### config.mk
export PLATFORM = sky130hd
export DESIGN_NAME = maze_timer_scan_flat
export DESIGN_NICKNAME = d
export VERILOG_FILES = /design/src/rtl/maze_timer_scan_if.sv /design/src/rtl/maze_timer_scan.sv /design/src/flat_wrapper.sv
export SDC_FILE = /design/constraint.sdc
export NUM_CORES = 1
export LEC_CHECK = 0
export CORE_ASPECT_RATIO = 0.5
export CORE_MARGIN = 2
export CORE_UTILIZATION = 55
export CTS_BUF_LIST = sky130_fd_sc_hd__clkbuf_8
export CTS_CLUSTER_DIAMETER = 200
export DETAILED_ROUTE_END_ITERATION = 12
export HOLD_SLACK_MARGIN = 0.1
export PLACE_DENSITY = 0.73
export SKIP_LAST_GASP = 1
export SYNTH_ARGS = -nofsm -noshare
export SYNTH_HDL_FRONTEND = slang
export SYNTH_SLANG_ARGS = --single-unit
### constraint.sdc
create_clock -name clk -period 3.39 [get_ports clk]
set_clock_uncertainty 0.05 [all_clocks]
set_input_delay 0.8475 -clock clk [delete_from_list [all_inputs] [get_ports clk]]
set_output_delay 0.8475 -clock clk [all_outputs]
set_load 0.005 [all_outputs]
### src/rtl/maze_timer_scan_if.sv
// ---------------------------------------------------------------------------
// maze_timer_scan_if
//   Bundle between game control and the timer/scanner, and between the
//   timer/scanner and the shared 7-segment decoder.
//
//   Control (game control -> timer):
//     start    one-cycle pulse, begin or restart timing
//     stop     one-cycle pulse, player reached exit, freeze time
//     clear    one-cycle pulse, return to idle with zero count
//   Display / status (timer -> decoder, game control):
//     digit    BCD value of the selected digit (decoder data input)
//     blank    1 = selected digit dark (decoder init input)
//     an       active-low one-hot anodes, an[k] low selects digit k (k=0 ones)
//     running  1 while timing
//     overflow sticky, count saturated at 9999
//
//   master: game-control/decoder side; slave: the timer/scanner itself.
// ---------------------------------------------------------------------------
interface maze_timer_scan_if;
  logic       start;
  logic       stop;
  logic       clear;
  logic [3:0] digit;
  logic       blank;
  logic [3:0] an;
  logic       running;
  logic       overflow;

  modport master (
    output start, stop, clear,
    input  digit, blank, an, running, overflow
  );

  modport slave (
    input  start, stop, clear,
    output digit, blank, an, running, overflow
  );
endinterface

### src/rtl/maze_timer_scan.sv
// ---------------------------------------------------------------------------
// maze_timer_scan
//   Elapsed-time counter and 4-digit display scanner for the maze game.
//   Counts whole seconds in BCD (0000..9999) from start until stop, and
//   time-multiplexes the four digits onto one shared 7-segment decoder.
//
//   Parameters:
//     TICK_DIV  clk cycles per counted second (>= 2)
//     SCAN_DIV  clk cycles each digit stays selected (>= 2)
//
//   Ports:
//     clk   system clock
//     rst   asynchronous active-high reset
//     bus   maze_timer_scan_if.slave
//             in : start, stop, clear (one-cycle pulses, clear > stop > start)
//             out: digit, blank, an (registered together), running, overflow
// ---------------------------------------------------------------------------
module maze_timer_scan #(
  parameter int unsigned TICK_DIV = 100000000,
  parameter int unsigned SCAN_DIV = 100000
) (
  input  logic              clk,
  input  logic              rst,
  maze_timer_scan_if.slave  bus
);

  localparam int unsigned TICK_W = (TICK_DIV > 1) ? $clog2(TICK_DIV) : 1;
  localparam int unsigned SCAN_W = (SCAN_DIV > 1) ? $clog2(SCAN_DIV) : 1;

  typedef enum logic [1:0] {
    S_IDLE = 2'd0,
    S_RUN  = 2'd1,
    S_DONE = 2'd2
  } state_t;

  state_t                r_state;
  state_t                w_next;

  logic [TICK_W-1:0]     r_tick;
  logic [SCAN_W-1:0]     r_scan;
  logic [1:0]            r_sel;
  logic [3:0][3:0]       r_cnt;      // r_cnt[0] = ones ... r_cnt[3] = thousands
  logic                  r_ovf;

  logic [3:0]            r_digit;
  logic                  r_blank;
  logic [3:0]            r_an;

  logic                  w_tick_wrap;
  logic                  w_cnt_max;
  logic [3:0][3:0]       w_cnt_inc;
  logic                  w_carry;
  logic [3:0]            w_lz;
  logic                  w_blank_sel;
  logic                  w_running;
  logic                  w_idle;

  // -------------------------------------------------------------------------
  // Tick and BCD helpers
  // -------------------------------------------------------------------------
  assign w_tick_wrap = (r_state == S_RUN) && (r_tick == TICK_W'(TICK_DIV - 1));
  assign w_cnt_max   = (r_cnt == 16'h9999);

  // Ripple-carry BCD increment, ones digit first.
  always_comb begin
    w_cnt_inc = r_cnt;
    w_carry   = 1'b1;
    for (int unsigned k = 0; k < 4; k++) begin
      if (w_carry) begin
        if (r_cnt[k] == 4'd9) begin
          w_cnt_inc[k] = 4'd0;
        end else begin
          w_cnt_inc[k] = r_cnt[k] + 4'd1;
          w_carry      = 1'b0;
        end
      end
    end
  end

  // -------------------------------------------------------------------------
  // FSM: state register
  // -------------------------------------------------------------------------
  always_ff @(posedge clk or posedge rst) begin
    if (rst) begin
      r_state <= S_IDLE;
    end else begin
      r_state <= w_next;
    end
  end

  // -------------------------------------------------------------------------
  // FSM: next state (clear > stop > start; stop only matters in RUN)
  // -------------------------------------------------------------------------
  always_comb begin
    w_next = r_state;
    if (bus.clear) begin
      w_next = S_IDLE;
    end else begin
      case (r_state)
        S_IDLE: if (bus.start) w_next = S_RUN;
        S_RUN: begin
          if (bus.stop) begin
            w_next = S_DONE;
          end else if (w_tick_wrap && w_cnt_max) begin
            w_next = S_DONE;
          end
        end
        S_DONE: if (bus.start) w_next = S_RUN;
        default: w_next = S_IDLE;
      endcase
    end
  end

  // -------------------------------------------------------------------------
  // FSM: state-decoded outputs
  // -------------------------------------------------------------------------
  always_comb begin
    w_running = 1'b0;
    w_idle    = 1'b0;
    case (r_state)
      S_RUN:   w_running = 1'b1;
      S_IDLE:  w_idle    = 1'b1;
      default: begin
        w_running = 1'b0;
        w_idle    = 1'b0;
      end
    endcase
  end

  // -------------------------------------------------------------------------
  // Tick counter, BCD count and overflow flag
  // -------------------------------------------------------------------------
  always_ff @(posedge clk or posedge rst) begin
    if (rst) begin
      r_tick <= '0;
      r_cnt  <= '0;
      r_ovf  <= 1'b0;
    end else if (bus.clear) begin
      r_tick <= '0;
      r_cnt  <= '0;
      r_ovf  <= 1'b0;
    end else begin
      case (r_state)
        S_RUN: begin
          if (bus.stop) begin
            // A tick wrap in the same cycle is discarded: count is frozen.
            r_tick <= '0;
          end else if (w_tick_wrap) begin
            r_tick <= '0;
            if (w_cnt_max) begin
              r_ovf <= 1'b1;
            end else begin
              r_cnt <= w_cnt_inc;
            end
          end else begin
            r_tick <= r_tick + TICK_W'(1);
          end
        end
        default: begin
          r_tick <= '0;
          if (bus.start) begin
            r_cnt <= '0;
            r_ovf <= 1'b0;
          end
        end
      endcase
    end
  end

  // -------------------------------------------------------------------------
  // Free-running digit scan
  // -------------------------------------------------------------------------
  always_ff @(posedge clk or posedge rst) begin
    if (rst) begin
      r_scan <= '0;
      r_sel  <= 2'd0;
    end else if (r_scan == SCAN_W'(SCAN_DIV - 1)) begin
      r_scan <= '0;
      r_sel  <= r_sel + 2'd1;
    end else begin
      r_scan <= r_scan + SCAN_W'(1);
    end
  end

  // Leading-zero suppression: digit k is dark when it and every higher digit
  // is zero. The ones digit is always lit outside IDLE.
  always_comb begin
    w_lz[3] = (r_cnt[3] == 4'd0);
    w_lz[2] = w_lz[3] && (r_cnt[2] == 4'd0);
    w_lz[1] = w_lz[2] && (r_cnt[1] == 4'd0);
    w_lz[0] = 1'b0;
  end

  assign w_blank_sel = w_idle | w_lz[r_sel];

  // an, digit and blank are captured on the same edge from the same sel so
  // the decoder never sees one digit's value under another digit's anode.
  always_ff @(posedge clk or posedge rst) begin
    if (rst) begin
      r_digit <= 4'd0;
      r_blank <= 1'b1;
      r_an    <= 4'b1110;
    end else begin
      r_digit <= r_cnt[r_sel];
      r_blank <= w_blank_sel;
      r_an    <= ~(4'b0001 << r_sel);
    end
  end

  // -------------------------------------------------------------------------
  // Outputs
  // -------------------------------------------------------------------------
  assign bus.digit    = r_digit;
  assign bus.blank    = r_blank;
  assign bus.an       = r_an;
  assign bus.running  = w_running;
  assign bus.overflow = r_ovf;

endmodule

### src/flat_wrapper.sv
// flat-port wrapper written by rule: the top's interface ports become plain ports
module maze_timer_scan_flat 
#(
  parameter int unsigned TICK_DIV = 100000000,
  parameter int unsigned SCAN_DIV = 100000
)
  (clk, rst, bus_start, bus_stop, bus_clear, bus_digit, bus_blank, bus_an, bus_running, bus_overflow);
  maze_timer_scan_if bus_i ();
  input  logic clk;
  input  logic rst;
  input wire logic [$bits(bus_i.start)-1:0] bus_start;
  input wire logic [$bits(bus_i.stop)-1:0] bus_stop;
  input wire logic [$bits(bus_i.clear)-1:0] bus_clear;
  output wire logic [$bits(bus_i.digit)-1:0] bus_digit;
  output wire logic [$bits(bus_i.blank)-1:0] bus_blank;
  output wire logic [$bits(bus_i.an)-1:0] bus_an;
  output wire logic [$bits(bus_i.running)-1:0] bus_running;
  output wire logic [$bits(bus_i.overflow)-1:0] bus_overflow;
  assign bus_i.start = bus_start;
  assign bus_i.stop = bus_stop;
  assign bus_i.clear = bus_clear;
  assign bus_digit = bus_i.digit;
  assign bus_blank = bus_i.blank;
  assign bus_an = bus_i.an;
  assign bus_running = bus_i.running;
  assign bus_overflow = bus_i.overflow;
  maze_timer_scan #(.TICK_DIV(TICK_DIV), .SCAN_DIV(SCAN_DIV)) u_core (.clk(clk), .rst(rst), .bus(bus_i));
endmodule
==> metrics <==
largest family of logic cells by synthesized area simple AND/OR/NAND/NOR gates; Worst Hold Class reg -> reg; largest net degree at the start of global routing 75; cts repair resizes 0; area grow syn2layout 12.0%; Overflow after GRT 0; synth top area cells dfrtp_1, xor2_1, ha_1, nor2_1, nand3_1; Tot Pwr 1.67 mW; Hold-fix buffers, CTS 0; Post-synth EDFFs 0; Compound-Gate Fraction of Synth Area 6.35%; CP arrival 1.70 ns; post-synth top area cell dfrtp_1; Placeable Area 6810 µm²; synth cell count leaders dfrtp_1, nor2_1, nand3_1, nand2_1, xor2_1; Ys Warns 0; Seq pwr share 53.5%; drt drc 0; post-synthesis cell type count 50; share of post-route cells with drive strength above 1 9.86%; initial core utilization 57.9%; DPL Wire Length 5710 µm; routed via count between 2000 and 3000; sw frac 21.8%; Total Routed Length 8030 µm; Die Ht around 64 µm; CTS tree done; post-synthesis simple-gate area fraction between 20% and 30%; Root Buffer clkbuf_8; nets around 430; Synth Area in Adders 5.40%; Total Die Area 7900 µm²; Reg clk slew, reported paths 0.08 ns; Max Cap Viol 0; Starting DRT DRC Count 268; critical path data required time around 2.5 ns; pwr/cell area 378 nW/µm²; Longest Clk Path Bufs 2; CP Launch Type flip-flop; Clock Power Share 42.1%; Pre-antenna DRT Iters 5; maximum vdd drop ~0.29 mV; Cells after Synth 391; Int Pwr 1.31 mW; FF+latch count, synth 74; Cell Count, Final, Fillers Out 508; # port buffers 15; Synth Cell Area 3940 µm²; Sink Count 74; Worst-Margin Slew 1.12 ns; Slew Limit Fails 0; Lkg Pwr ~1.9 nW; Num CTS Buffers 9; fillcell total 549; relative slew slack 24.8%; mux share of post-synthesis cell area 3.87%; DR WL/cell 15.8 µm; fraction of registers with async set/reset 100%; Post-CTS Setup Inserts 0; Hold Violations, Final 0; fin crit period 2.60 ns; top-area cell type share of the netlist area about 44%; n_diodes 0; net switching power about 0.36 mW; Final ANT Viol Nets 0; Avg Inst Size Synth 10.1 µm²; htree depth 3; Comb power frac under 10%; post-synthesis xor/xnor area fraction between 8 and 9%; ys flop type dfrtp_1; Final Cycle Share 76.7%; Synth Net Count between 400 and 500; cell with the most instances after synthesis dfrtp_1; kind of critical path reg -> out; initial antenna violation count 0; Total GRT Usage approximately 23%; CP Max Fanout 7; num rows 21; first-pass GRT wire length 13800 µm; Worst-Skew Late Latency 0.36 ns; unrepaired setup endpoints after global routing no; setup TNS 0 ns; I/O pin cnt 16; outcome finished clean; via/cell ratio around 6; vias in the first global route between 2000 and 3000; register area share after synthesis a little under half; fmax 385 MHz; final estimated routing congestion in global placement roughly 0.86; DP Cell Count 493; Critical Path End Type output pin; final setup fails 0; Chip Width 124 µm
-- worst paths after layout --
path	from	to	slack, ns	cells past startpoint
min reg2reg	u_core.bus.overflow	u_core.bus.overflow	0.43	2
min in group asynchronous	rst	u_core.r_sel[1]	0.82	3
max reg2reg	u_core.r_tick[0]	u_core.r_cnt[14]	1.00	6
min	u_core.bus.overflow	u_core.bus.overflow	0.43	2
max	u_core.r_state[1]	bus_running	0.79	3
max in group asynchronous	rst	u_core.bus.an[2]	2.08	3
-- layer usage --
layer	global-route usage (%)	up-vias	routed length [µm]
li1	-	1415	-
met1	30.7	1465	3660
met2	35.7	79	3830
met3	7.77	15	375
met4	6.39	0	161
met5	0	-	0
-- layout by cell type (no fill, tap or decap), types with 8 or more instances in the layout --
cell,n
a21oi_1,12
and3_1,9
clkbuf_8,12
clkdlybuf4s50_1,15
dfrtp_1,70
ha_1,17
inv_1,20
nand2_1,27
nand3_1,30
nand4_1,16
nor2_1,53
o21ai_0,8
xnor2_1,15
xor2_1,25
-- through the flow --
step                      hold slack [ns]  worst slack [ns]  utilization, %  area [µm²]
final                               0.428             0.791            64.9        4410
after global routing                0.469             0.684            64.9        4410
after CTS                           0.437             0.770            64.9        4410
after detailed placement            0.419             0.543            61.9        4210
after global placement              0.414             0.644            61.9        4210
after floorplan                     0.405             0.617               -        3940
-- cell type report --
cell class,count,area [µm²],share of cell area (%)
Inverter,20,75.1,1.70
Multi-Input combinational cell,288,1970,44.6
Timing Repair Buffer,19,193,4.37
Clock inverter,3,38.8,0.879
Tap cell,92,115,2.61
Sequential cell,74,1860,42.1
Clock buffer,12,165,3.74
-- cell families (layout without fill, tap and decap cells) --
kind of cell / after synthesis / after routing
buf+inv: 29 / 54
flops: 74 / 74
simple gates: 182 / 182
xor+xnor: 40 / 40
fa+ha+maj: 17 / 17
compound gates: 39 / 39
mux: 10 / 10
-- worst max-delay path, stage by stage, from the launching register on --
cell and delay, ns:
dfrtp_1 0.44, nand2b_1 0.29, inv_1 0.12, clkdlybuf4s50_1 0.50
-- state kept, by name (all words and copies together) (netlist names) --
| signal | count |
|---|---|
| u_core.bus.an | 4 |
| u_core.bus.blank | 1 |
| u_core.bus.digit | 4 |
| u_core.bus.overflow | 1 |
| u_core.r_cnt | 16 |
| u_core.r_scan | 17 |
| u_core.r_sel | 2 |
| u_core.r_state | 2 |
| u_core.r_tick | 27 |
-- power groups by stage --
stage	Clock (mW)	Sequential [mW]	Combinational (mW)
2_1_floorplan	0	0.909	0.0448
3_3_place_gp	0	0.909	0.0719
3_5_place_dp	0	0.910	0.0751
4_1_cts	0.723	0.893	0.0752
5_1_grt	0.766	0.893	0.0840
6_report	0.703	0.893	0.0742
Note: power is estimated with default switching activity, not from simulation.
